--- src/rtl/mtimer_irq_gen.sv ---
// Memory-mapped machine timer: 64-bit mtime/mtimecmp, control and prescale
// registers on the core's word load/store bus, with a registered timer interrupt.
module mtimer_irq_gen #(
    parameter logic [31:0] BASE_ADDR  = 32'h0000_1000,
    parameter int          PRESCALE_W = 16
) (
    input  logic        clk,
    input  logic        rst,
    input  logic [31:0] addr,
    input  logic [31:0] wdata,
    input  logic        rd_en,
    input  logic        wr_en,
    output logic [31:0] rdata,
    output logic        timer_interrupt
);

    localparam logic [2:0] OFF_MTIME_LO = 3'd0;
    localparam logic [2:0] OFF_MTIME_HI = 3'd1;
    localparam logic [2:0] OFF_CMP_LO   = 3'd2;
    localparam logic [2:0] OFF_CMP_HI   = 3'd3;
    localparam logic [2:0] OFF_CTRL     = 3'd4;
    localparam logic [2:0] OFF_PRESCALE = 3'd5;

    logic [63:0]           mtime;
    logic [63:0]           mtimecmp;
    logic                  en;
    logic [PRESCALE_W-1:0] prescale;
    logic [PRESCALE_W-1:0] pcount;

    logic       hit;
    logic [2:0] offset;
    logic       wr_hit;
    logic       tick;
    logic       due;

    assign offset = addr[4:2];
    assign hit    = (addr[31:5] == BASE_ADDR[31:5]) && (addr[1:0] == 2'b00);
    assign wr_hit = hit && wr_en;
    assign due    = en && (mtime >= mtimecmp);

    // Prescaler fires a tick on the cycle its counter matches the prescale value
    always_comb begin
        tick = 1'b0;
        if (en && (pcount == prescale)) begin
            tick = 1'b1;
        end
    end

    // Load data mux; idle, missed or misaligned accesses return zero
    always_comb begin
        rdata = 32'h0;
        if (hit && rd_en) begin
            case (offset)
                OFF_MTIME_LO: rdata = mtime[31:0];
                OFF_MTIME_HI: rdata = mtime[63:32];
                OFF_CMP_LO:   rdata = mtimecmp[31:0];
                OFF_CMP_HI:   rdata = mtimecmp[63:32];
                OFF_CTRL:     rdata = {30'h0, timer_interrupt, en};
                OFF_PRESCALE: rdata = 32'(prescale);
                default:      rdata = 32'h0;
            endcase
        end
    end

    // Prescale counter: runs while enabled, restarts on a match or a prescale store
    always_ff @(posedge clk) begin
        if (rst) begin
            pcount <= '0;
        end else if (wr_hit && (offset == OFF_PRESCALE)) begin
            pcount <= '0;
        end else if (tick) begin
            pcount <= '0;
        end else if (en) begin
            pcount <= pcount + 1'b1;
        end
    end

    // mtime: a store to either half beats the tick increment in the same cycle
    always_ff @(posedge clk) begin
        if (rst) begin
            mtime <= 64'h0;
        end else if (wr_hit && (offset == OFF_MTIME_LO)) begin
            mtime[31:0] <= wdata;
        end else if (wr_hit && (offset == OFF_MTIME_HI)) begin
            mtime[63:32] <= wdata;
        end else if (tick) begin
            mtime <= mtime + 64'd1;
        end
    end

    // mtimecmp halves are written independently
    always_ff @(posedge clk) begin
        if (rst) begin
            mtimecmp <= 64'hFFFF_FFFF_FFFF_FFFF;
        end else if (wr_hit && (offset == OFF_CMP_LO)) begin
            mtimecmp[31:0] <= wdata;
        end else if (wr_hit && (offset == OFF_CMP_HI)) begin
            mtimecmp[63:32] <= wdata;
        end
    end

    // Control and prescale registers
    always_ff @(posedge clk) begin
        if (rst) begin
            en       <= 1'b0;
            prescale <= '0;
        end else begin
            if (wr_hit && (offset == OFF_CTRL)) begin
                en <= wdata[0];
            end
            if (wr_hit && (offset == OFF_PRESCALE)) begin
                prescale <= wdata[PRESCALE_W-1:0];
            end
        end
    end

    // Interrupt follows the pre-update compare one cycle later
    always_ff @(posedge clk) begin
        if (rst) begin
            timer_interrupt <= 1'b0;
        end else begin
            timer_interrupt <= due;
        end
    end

endmodule

--- config.mk ---
export PLATFORM = sky130hd
export DESIGN_NAME = mtimer_irq_gen
export DESIGN_NICKNAME = d
export VERILOG_FILES = /design/src/rtl/mtimer_irq_gen.sv
export SDC_FILE = /design/constraint.sdc
export NUM_CORES = 1
export LEC_CHECK = 0
export BUFFER_PORTS_ARGS = -buffer_cell sky130_fd_sc_hd__clkbuf_2
export CAP_MARGIN = 20
export CORE_MARGIN = 4
export CORE_UTILIZATION = 25
export DETAILED_ROUTE_END_ITERATION = 16
export SLEW_MARGIN = 10
export SYNTH_ARGS = -nofsm -noshare
export SYNTH_HDL_FRONTEND = slang
export SYNTH_SLANG_ARGS = --single-unit
--- constraint.sdc ---
create_clock -name clk -period 3.1 [get_ports clk]
set_input_delay 0.62 -clock clk [delete_from_list [all_inputs] [get_ports clk]]
set_output_delay 0.62 -clock clk [all_outputs]
set_load 0.05 [all_outputs]
==> PnR_summary.wiki, run 1 <==
{| class="wikitable"
! Metric !! Value
|-
| Vias per std cell || 5.37
|-
| Instance count after placement with tap cells included || 2126
|-
| I/O pin count || 101
|-
| Data arrival time of the worst path || 2.31 ns
|-
| Storage element area || 0.00324 mm²
|-
| CTS Hold Bufs || 0
|-
| Synthesized Nets || 1574
|-
| Initial antenna violation count || 0
|-
| Signed area change from the synthesized netlist to the final layout || 27.7%
|-
| Number of filler cells placed in the layout || 4635
|-
| Synthesized area per cell || 7.54 µm²
|-
| Number of nets in the layout || 1694
|-
| Remaining antenna violation count || 0
|-
| Final worst hold slack || 0.469 ns
|-
| Total grt overflow || 0
|-
| Endpoint type of the worst setup path || output port
|-
| Worst rel slew slack || 46.5%
|-
| Crit path buf inv count || 3
|-
| Max rail drop VDD || 0.262 mV
|-
| Unrepaired setup endpoints after global routing || false
|-
| Critical Path, Cell by Cell || clkbuf_2 -> nor4_1 -> and4_2 -> nand3_1 -> a21o_2 -> buf_12 -> a21oi_1 -> buf_12
|-
| Count of cells along the worst hold path || 3
|-
| Number of design-rule violations left by the first detailed-router iteration || 1135
|-
| Peak clock frequency supported by timing || 341 MHz
|-
| Critical path required time || 2.48 ns
|-
| Sinks on Clock Net || 162
|-
| Final setup viols || 0
|-
| Post-route fraction of the period consumed by the critical path || 94.5%
|-
| Number of buffers added for setup after CTS || 0
|-
| R2R cell count || 8
|-
| Clock root buffer master || sky130_fd_sc_hd__clkbuf_16
|-
| Resize count post-CTS || 0
|-
| Part of the Yosys area used for sequential elements || 29.9%
|-
| Largest fanout on the critical path || 15
|-
| Accumulated negative setup slack || 0 ns
|-
| P_leak || 5.71 nW
|-
| Skew final || 0.00537 ns
|-
| Number of buffers inserted during clock tree synthesis || 17
|-
| Count of unresolved DRC violations after routing || 0
|-
| Post-detailed-placement half-perimeter wirelength || 31000 µm
|-
| Share of post-route cells with drive strength above 1 || 17.7%
|-
| Most frequent CP cell || sky130_fd_sc_hd__buf_12
|-
| Number of enable flip-flop cells after synthesis || 0
|-
| Synth async-reset ratio || 0%
|-
| Maximum number of pins on one net before global-route repair || 77
|-
| Number of core rows || 76
|-
| Largest stage delay, worst path || 0.34 ns
|-
| Number of global-route vias before repair || 11.1k
|-
| Count of TritonRoute iterations in the first routing pass || 7
|-
| Worst path depth || 8
|-
| Clock slew at reported path FFs || 0.07 ns
|-
| Distinct cell type count of the synthesized netlist || 67
|-
| Total length of routed met2 wires || 18600 µm
|-
| Vertical die dimension || 216 µm
|-
| Overall fraction of global-route tracks in use || 17.3%
|-
| Syn Inst Count || 1440
|-
| Total met3 wirelength after detailed routing || 3490 µm
|-
| Width of the chip || 216 µm
|-
| Routed WL || 41600 µm
|-
| Synth warn || 0
|-
| Port Buffers || 100
|-
| Most instantiated flip-flop cell in the synthesis netlist || sky130_fd_sc_hd__dfxtp_1
|-
| CP delay by family, top || simple AND/OR/NAND/NOR gates
|-
| Pwr Density || 347 mW/mm²
|-
| Clock insertion delay at the later pin of the skew report || 0.45 ns
|-
| Worst hold-check path type || in2reg
|-
| TritonCTS clock tree || built
|-
| Type of origin of the critical path || input port
|-
| Weighted congestion at the end of routability-driven global placement || 0.934
|-
| H-tree Lvls || 4
|-
| Final critical delay including setup and external delays || 2.93 ns
|-
| Final Instance Count excl. Fillers || 2157
|-
| Routed metal-1 wirelength || 18600 µm
|-
| Yosys reg bits || 162
|-
| Slowest cell on the critical path || sky130_fd_sc_hd__nor4_1
|-
| CP Class || in2out
|-
| Final Hold Viols || 0
|-
| Antenna diodes || 0
|-
| Area used by multi-input combinational logic || 0.00709 mm²
|-
| Starting Density || 25.2%
|-
| Average routed wire per standard cell || 19.3 µm
|-
| Slew @ Worst Pin || 0.795 ns
|-
| Top layer used by detailed routing || met4
|-
| Maximum clock insertion buffer count || 2
|-
| Final-report max-slew violation count || 0
|-
| Core footprint || 0.0430 mm²
|-
| Outcome || completed
|-
| Via count || 11.6k
|-
| Global-route wire length before repair || 64200 µm
|-
| Die area || 0.0468 mm²
|-
| Mapped cell area || 0.0109 mm²
|-
| Count of max-cap constraint violations || 0
|}
-- worst paths after layout --
kind,from,endpoint,slack (ns)
worst max-delay path,addr[13],rdata[3],0.17
worst min-delay path,wdata[17],mtimecmp[17],0.47
worst max register to register,mtime[5],mtime[63],0.20
worst min register to register,prescale[8],prescale[8],0.49
-- worst reg2reg max path: cells and delay by family, from the launching register on --
family                 cells  cell delay (ns)
buffers and inverters      1             0.16
DFF                        1             0.44
AOI/OAI and AO/OA          2             0.44
and+or+nand+nor            5             1.77
-- layout by cell type (no fill, tap or decap), types with 22 or more instances in the layout --
cell | netlist | final
sky130_fd_sc_hd__o21ai_0 | 74 | 73
sky130_fd_sc_hd__nand3_1 | 47 | 47
sky130_fd_sc_hd__dfxtp_1 | 162 | 162
sky130_fd_sc_hd__nand2_1 | 215 | 215
sky130_fd_sc_hd__a31oi_1 | 22 | 22
sky130_fd_sc_hd__a21oi_1 | 115 | 111
sky130_fd_sc_hd__inv_1 | 72 | 71
sky130_fd_sc_hd__clkbuf_2 | 1 | 68
sky130_fd_sc_hd__buf_4 | 0 | 83
sky130_fd_sc_hd__buf_12 | 0 | 45
sky130_fd_sc_hd__nor2_1 | 123 | 112
sky130_fd_sc_hd__nand4_1 | 42 | 42
sky130_fd_sc_hd__o211ai_1 | 68 | 68
sky130_fd_sc_hd__ha_1 | 66 | 66
-- kinds of logic (layout without fill, tap and decap cells) --
kind of cell	count (synthesis)	after routing	synth area share, %
adder cells (fa/ha/maj)	66	66	7.61
multiplexers	32	32	4.24
AND/OR/NAND/NOR	578	578	25.9
XOR/XNOR	32	32	2.58
flip-flops	162	162	29.9
AO/OA/AOI/OAI	403	403	23.8
buffers and inverters	167	299	5.94
-- cell type report --
class / instances / share of cell area (%)
Clock buffer: 22 / 3.42
Clock inverter: 9 / 1.28
Inverter: 72 / 1.95
Multi-Input combinational cell: 1111 / 51.2
Sequential cell: 162 / 23.4
Tap cell: 585 / 5.28
Timing Repair Buffer: 196 / 13.5
-- Yosys cell counts (14+ instances only) --
| cell type | instances | area, µm² |
|---|---|---|
| sky130_fd_sc_hd__a21o_1 | 22 | 165 |
| sky130_fd_sc_hd__a21oi_1 | 115 | 576 |
| sky130_fd_sc_hd__a22oi_1 | 19 | 143 |
| sky130_fd_sc_hd__a31oi_1 | 22 | 138 |
| sky130_fd_sc_hd__and3_1 | 20 | 125 |
| sky130_fd_sc_hd__clkbuf_1 | 73 | 274 |
| sky130_fd_sc_hd__dfxtp_1 | 162 | 3240 |
| sky130_fd_sc_hd__ha_1 | 66 | 826 |
| sky130_fd_sc_hd__inv_1 | 72 | 270 |
| sky130_fd_sc_hd__mux2i_1 | 19 | 190 |
| sky130_fd_sc_hd__nand2_1 | 215 | 807 |
| sky130_fd_sc_hd__nand2b_1 | 20 | 125 |
| sky130_fd_sc_hd__nand3_1 | 47 | 235 |
| sky130_fd_sc_hd__nand4_1 | 42 | 263 |
| sky130_fd_sc_hd__nor2_1 | 123 | 462 |
| sky130_fd_sc_hd__nor3_1 | 20 | 100 |
| sky130_fd_sc_hd__nor4_1 | 17 | 106 |
| sky130_fd_sc_hd__o211ai_1 | 68 | 510 |
| sky130_fd_sc_hd__o21ai_0 | 74 | 370 |
| sky130_fd_sc_hd__o31ai_1 | 18 | 135 |
| sky130_fd_sc_hd__xnor2_1 | 18 | 158 |
| sky130_fd_sc_hd__xor2_1 | 14 | 123 |
-- per-stage QoR --
step	cell area [µm²]	utilization (%)	power [mW]	worst slack, ns
floorplan	10900	-	2.26	-0.290
global placement	13200	30.7	2.42	0.122
detailed placement	13200	30.7	2.42	0.0394
CTS	13800	32.2	4.82	0.0258
global route	13900	32.2	4.93	0.0128
finish	13900	32.2	4.81	0.171
-- flip-flops by register name, indices dropped and copies added (netlist names) --
register / cells
mtime: 64
mtimecmp: 64
pcount: 16
prescale: 16
en: 1
timer_interrupt: 1
-- report_power, final --
group          internal, mW  switching [mW]  total (mW)
clock network          1.49           0.943        2.43
registers              2.08  0.000000000317        2.08
logic                 0.103           0.196       0.300
total                  3.67            1.14        4.81
-- routing by layer --
metal	track usage [%]	vias up
met1	24.2	5525
met4	4.84	0
li1	-	5463
met3	3.72	69
met5	0	-
met2	27.0	516
Note: power is estimated with default switching activity, not from simulation.
==> inputs of run 2 (changes only) <==
==> config.mk (replaced) <==
export PLATFORM = sky130hd
export DESIGN_NAME = mtimer_irq_gen
export DESIGN_NICKNAME = d
export VERILOG_FILES = /design/src/rtl/mtimer_irq_gen.sv
export SDC_FILE = /design/constraint.sdc
export NUM_CORES = 1
export LEC_CHECK = 0
export BUFFER_PORTS_ARGS = -buffer_cell sky130_fd_sc_hd__buf_4
export CAP_MARGIN = 20
export CORE_MARGIN = 4
export CORE_UTILIZATION = 25
export DETAILED_ROUTE_END_ITERATION = 16
export SLEW_MARGIN = 20
export SYNTH_ARGS = -nofsm -noshare
export SYNTH_HDL_FRONTEND = slang
export SYNTH_SLANG_ARGS = --single-unit
==> PnR_summary.wiki, run 2 (same netlist as run 1, synthesis figures left out) <==
{| class="wikitable"
! Metric !! Value
|-
| Number of filler cells placed in the layout || 4611 (was 4635)
|-
| Critical path required time || 2.48 ns (about the same)
|-
| Final-report max-slew violation count || 0 (unchanged)
|-
| Count of max-cap constraint violations || 0 (unchanged)
|-
| Antenna diodes || 0 (unchanged)
|-
| Global-route wire length before repair || 64600 µm (was 64200 µm)
|-
| Total grt overflow || 0 (unchanged)
|-
| Via count || 11.6k (about the same)
|-
| Post-route standard cell area excluding fillers || 0.0136 mm² (was 0.0139 mm²)
|-
| Initial antenna violation count || 0 (unchanged)
|-
| Die area || 0.0468 mm² (unchanged)
|-
| Share of post-route cells with drive strength above 1 || 18.4% (was 17.7%)
|-
| TritonCTS clock tree || built (unchanged)
|-
| Most common cell after layout, fill and taps aside || sky130_fd_sc_hd__nand2_1 (unchanged)
|-
| Weighted congestion at the end of routability-driven global placement || 0.921 (was 0.934)
|-
| Maximum number of pins on one net before global-route repair || 51 (was 77)
|-
| Pwr Density || 347 mW/mm² (about the same)
|-
| Post-detailed-placement half-perimeter wirelength || 31200 µm (was 31000 µm)
|-
| Slew @ Worst Pin || 0.614 ns (was 0.795 ns)
|-
| Final Hold Viols || 0 (unchanged)
|-
| Resize count post-CTS || 0 (unchanged)
|-
| Core footprint || 0.0430 mm² (unchanged)
|-
| Final worst-path setup slack || 0.148 ns (was 0.171 ns)
|-
| Sinks on Clock Net || 162 (unchanged)
|-
| Data arrival time of the worst path || 2.33 ns (was 2.31 ns)
|-
| Type of origin of the critical path || input port (unchanged)
|-
| Outcome || completed (unchanged)
|-
| Clock slew at reported path FFs || 0.07 ns (about the same)
|-
| Count of cells along the worst hold path || 3 (unchanged)
|-
| Clock insertion delay at the later pin of the skew report || 0.45 ns (about the same)
|-
| Final setup viols || 0 (unchanged)
|-
| Number of core rows || 76 (unchanged)
|-
| Width of the chip || 216 µm (unchanged)
|-
| Maximum clock insertion buffer count || 2 (unchanged)
|-
| Overall fraction of global-route tracks in use || 17.4% (was 17.3%)
|-
| Storage element area || 0.00324 mm² (unchanged)
|-
| Number of global-route vias before repair || 11.0k (was 11.1k)
|-
| Pre-CTS setup slack || 0.107 ns (was 0.0394 ns)
|-
| Registers with the highest flip-flop counts || mtime: 64 flops, mtimecmp: 64 flops (unchanged)
|-
| Worst hold-check path type || in2reg (unchanged)
|-
| CP Class || in2out (unchanged)
|-
| Skew final || 0.0134 ns (was 0.00537 ns)
|-
| Worst rel slew slack || 58.7% (was 46.5%)
|-
| Number of buffers inserted during clock tree synthesis || 17 (unchanged)
|-
| Count of TritonRoute iterations in the first routing pass || 6 (was 7)
|-
| H-tree Lvls || 4 (unchanged)
|-
| Commonest cells after routing, fill and taps aside || 215 x sky130_fd_sc_hd__nand2_1, 197 x sky130_fd_sc_hd__buf_4, 162 x sky130_fd_sc_hd__dfxtp_1 (was 215 x sky130_fd_sc_hd__nand2_1, 162 x sky130_fd_sc_hd__dfxtp_1, 112 x sky130_fd_sc_hd__nor2_1)
|-
| I/O pin count || 101 (unchanged)
|-
| Count of unresolved DRC violations after routing || 0 (unchanged)
|-
| Vertical die dimension || 216 µm (unchanged)
|-
| Average routed wire per standard cell || 19.3 µm (about the same)
|-
| Peak clock frequency supported by timing || 339 MHz (was 341 MHz)
|-
| Max rail drop VDD || 0.341 mV (was 0.262 mV)
|-
| Instance area after placement || 0.0129 mm² (was 0.0132 mm²)
|-
| Starting Density || 25.2% (unchanged)
|-
| Worst setup slack for register-to-register paths || 0.23 ns (was 0.20 ns)
|-
| Largest fanout on the critical path || 15 (unchanged)
|-
| Vias per std cell || 5.36 (was 5.37)
|-
| Remaining antenna violation count || 0 (unchanged)
|-
| Signed area change from the synthesized netlist to the final layout || 25.3% (was 27.7%)
|-
| Port Buffers || 100 (unchanged)
|-
| Number of nets in the layout || 1702 (was 1694)
|-
| CTS Hold Bufs || 0 (unchanged)
|-
| Post-route fraction of the period consumed by the critical path || 95.2% (was 94.5%)
|-
| R2R cell count || 9 (was 8)
|-
| Area used by multi-input combinational logic || 0.00711 mm² (was 0.00709 mm²)
|-
| Routed WL || 41700 µm (was 41600 µm)
|-
| P_leak || 5.67 nW (was 5.71 nW)
|-
| Clock root buffer master || sky130_fd_sc_hd__clkbuf_16 (unchanged)
|-
| Final critical delay including setup and external delays || 2.95 ns (was 2.93 ns)
|-
| Number of design-rule violations left by the first detailed-router iteration || 1370 (was 1135)
|-
| Endpoint type of the worst setup path || output port (unchanged)
|-
| Number of buffers added for setup after CTS || 0 (unchanged)
|}
## run 2: final cells by class
| type | count | area share (%) |
|---|---|---|
| Multi-Input combinational cell | 1111 | 52.3 |
| Sequential cell | 162 | 23.8 |
| Timing Repair Buffer | 204 | 11.9 |
| Tap cell | 585 | 5.38 |
| Clock buffer | 21 | 3.46 |
| Inverter | 72 | 1.99 |
| Clock inverter | 11 | 1.12 |
## run 2: per-layer routing
layer	up-vias	share of wire (%)	track usage, %
met5	-	0	0
li1	5492	-	-
met4	0	2.1	5.08
met3	65	8.4	3.83
met2	521	45	27.2
met1	5534	45	24.2
## run 2: final timing paths
kind / from / end
worst max-delay path: addr[25] / rdata[3]
worst min-delay path: wdata[17] / mtimecmp[17]
worst max register to register: mtime[0] / timer_interrupt
worst min register to register: prescale[7] / prescale[7]
## run 2: critical path, stage by stage
cell                      delay, ns
sky130_fd_sc_hd__buf_4         0.10
sky130_fd_sc_hd__nor4_1        0.36
sky130_fd_sc_hd__and4_4        0.32
sky130_fd_sc_hd__nand3_1       0.11
sky130_fd_sc_hd__a21o_2        0.23
sky130_fd_sc_hd__buf_4         0.21
sky130_fd_sc_hd__a21oi_1       0.15
sky130_fd_sc_hd__buf_4         0.22
## run 2: metrics by stage
stage | util [%] | cells | hold WS [ns] | power [mW] | setup TNS (ns)
after CTS | 31.5 | 2166 | 0.430 | 4.72 | 0
final | 31.6 | 2166 | 0.434 | 4.72 | 0
after floorplan | - | 1440 | 0.455 | 2.26 | -3.28
after global routing | 31.6 | 2166 | 0.439 | 4.84 | -0.0729
after global placement | 30.1 | 2134 | 0.468 | 2.44 | 0
after detailed placement | 30.1 | 2134 | 0.475 | 2.44 | 0
## run 2: power breakdown
| group | internal (mW) | switching [mW] |
|---|---|---|
| clock | 1.34 | 0.979 |
| combinational | 0.127 | 0.197 |
| sequential | 2.08 | 0.000000000334 |
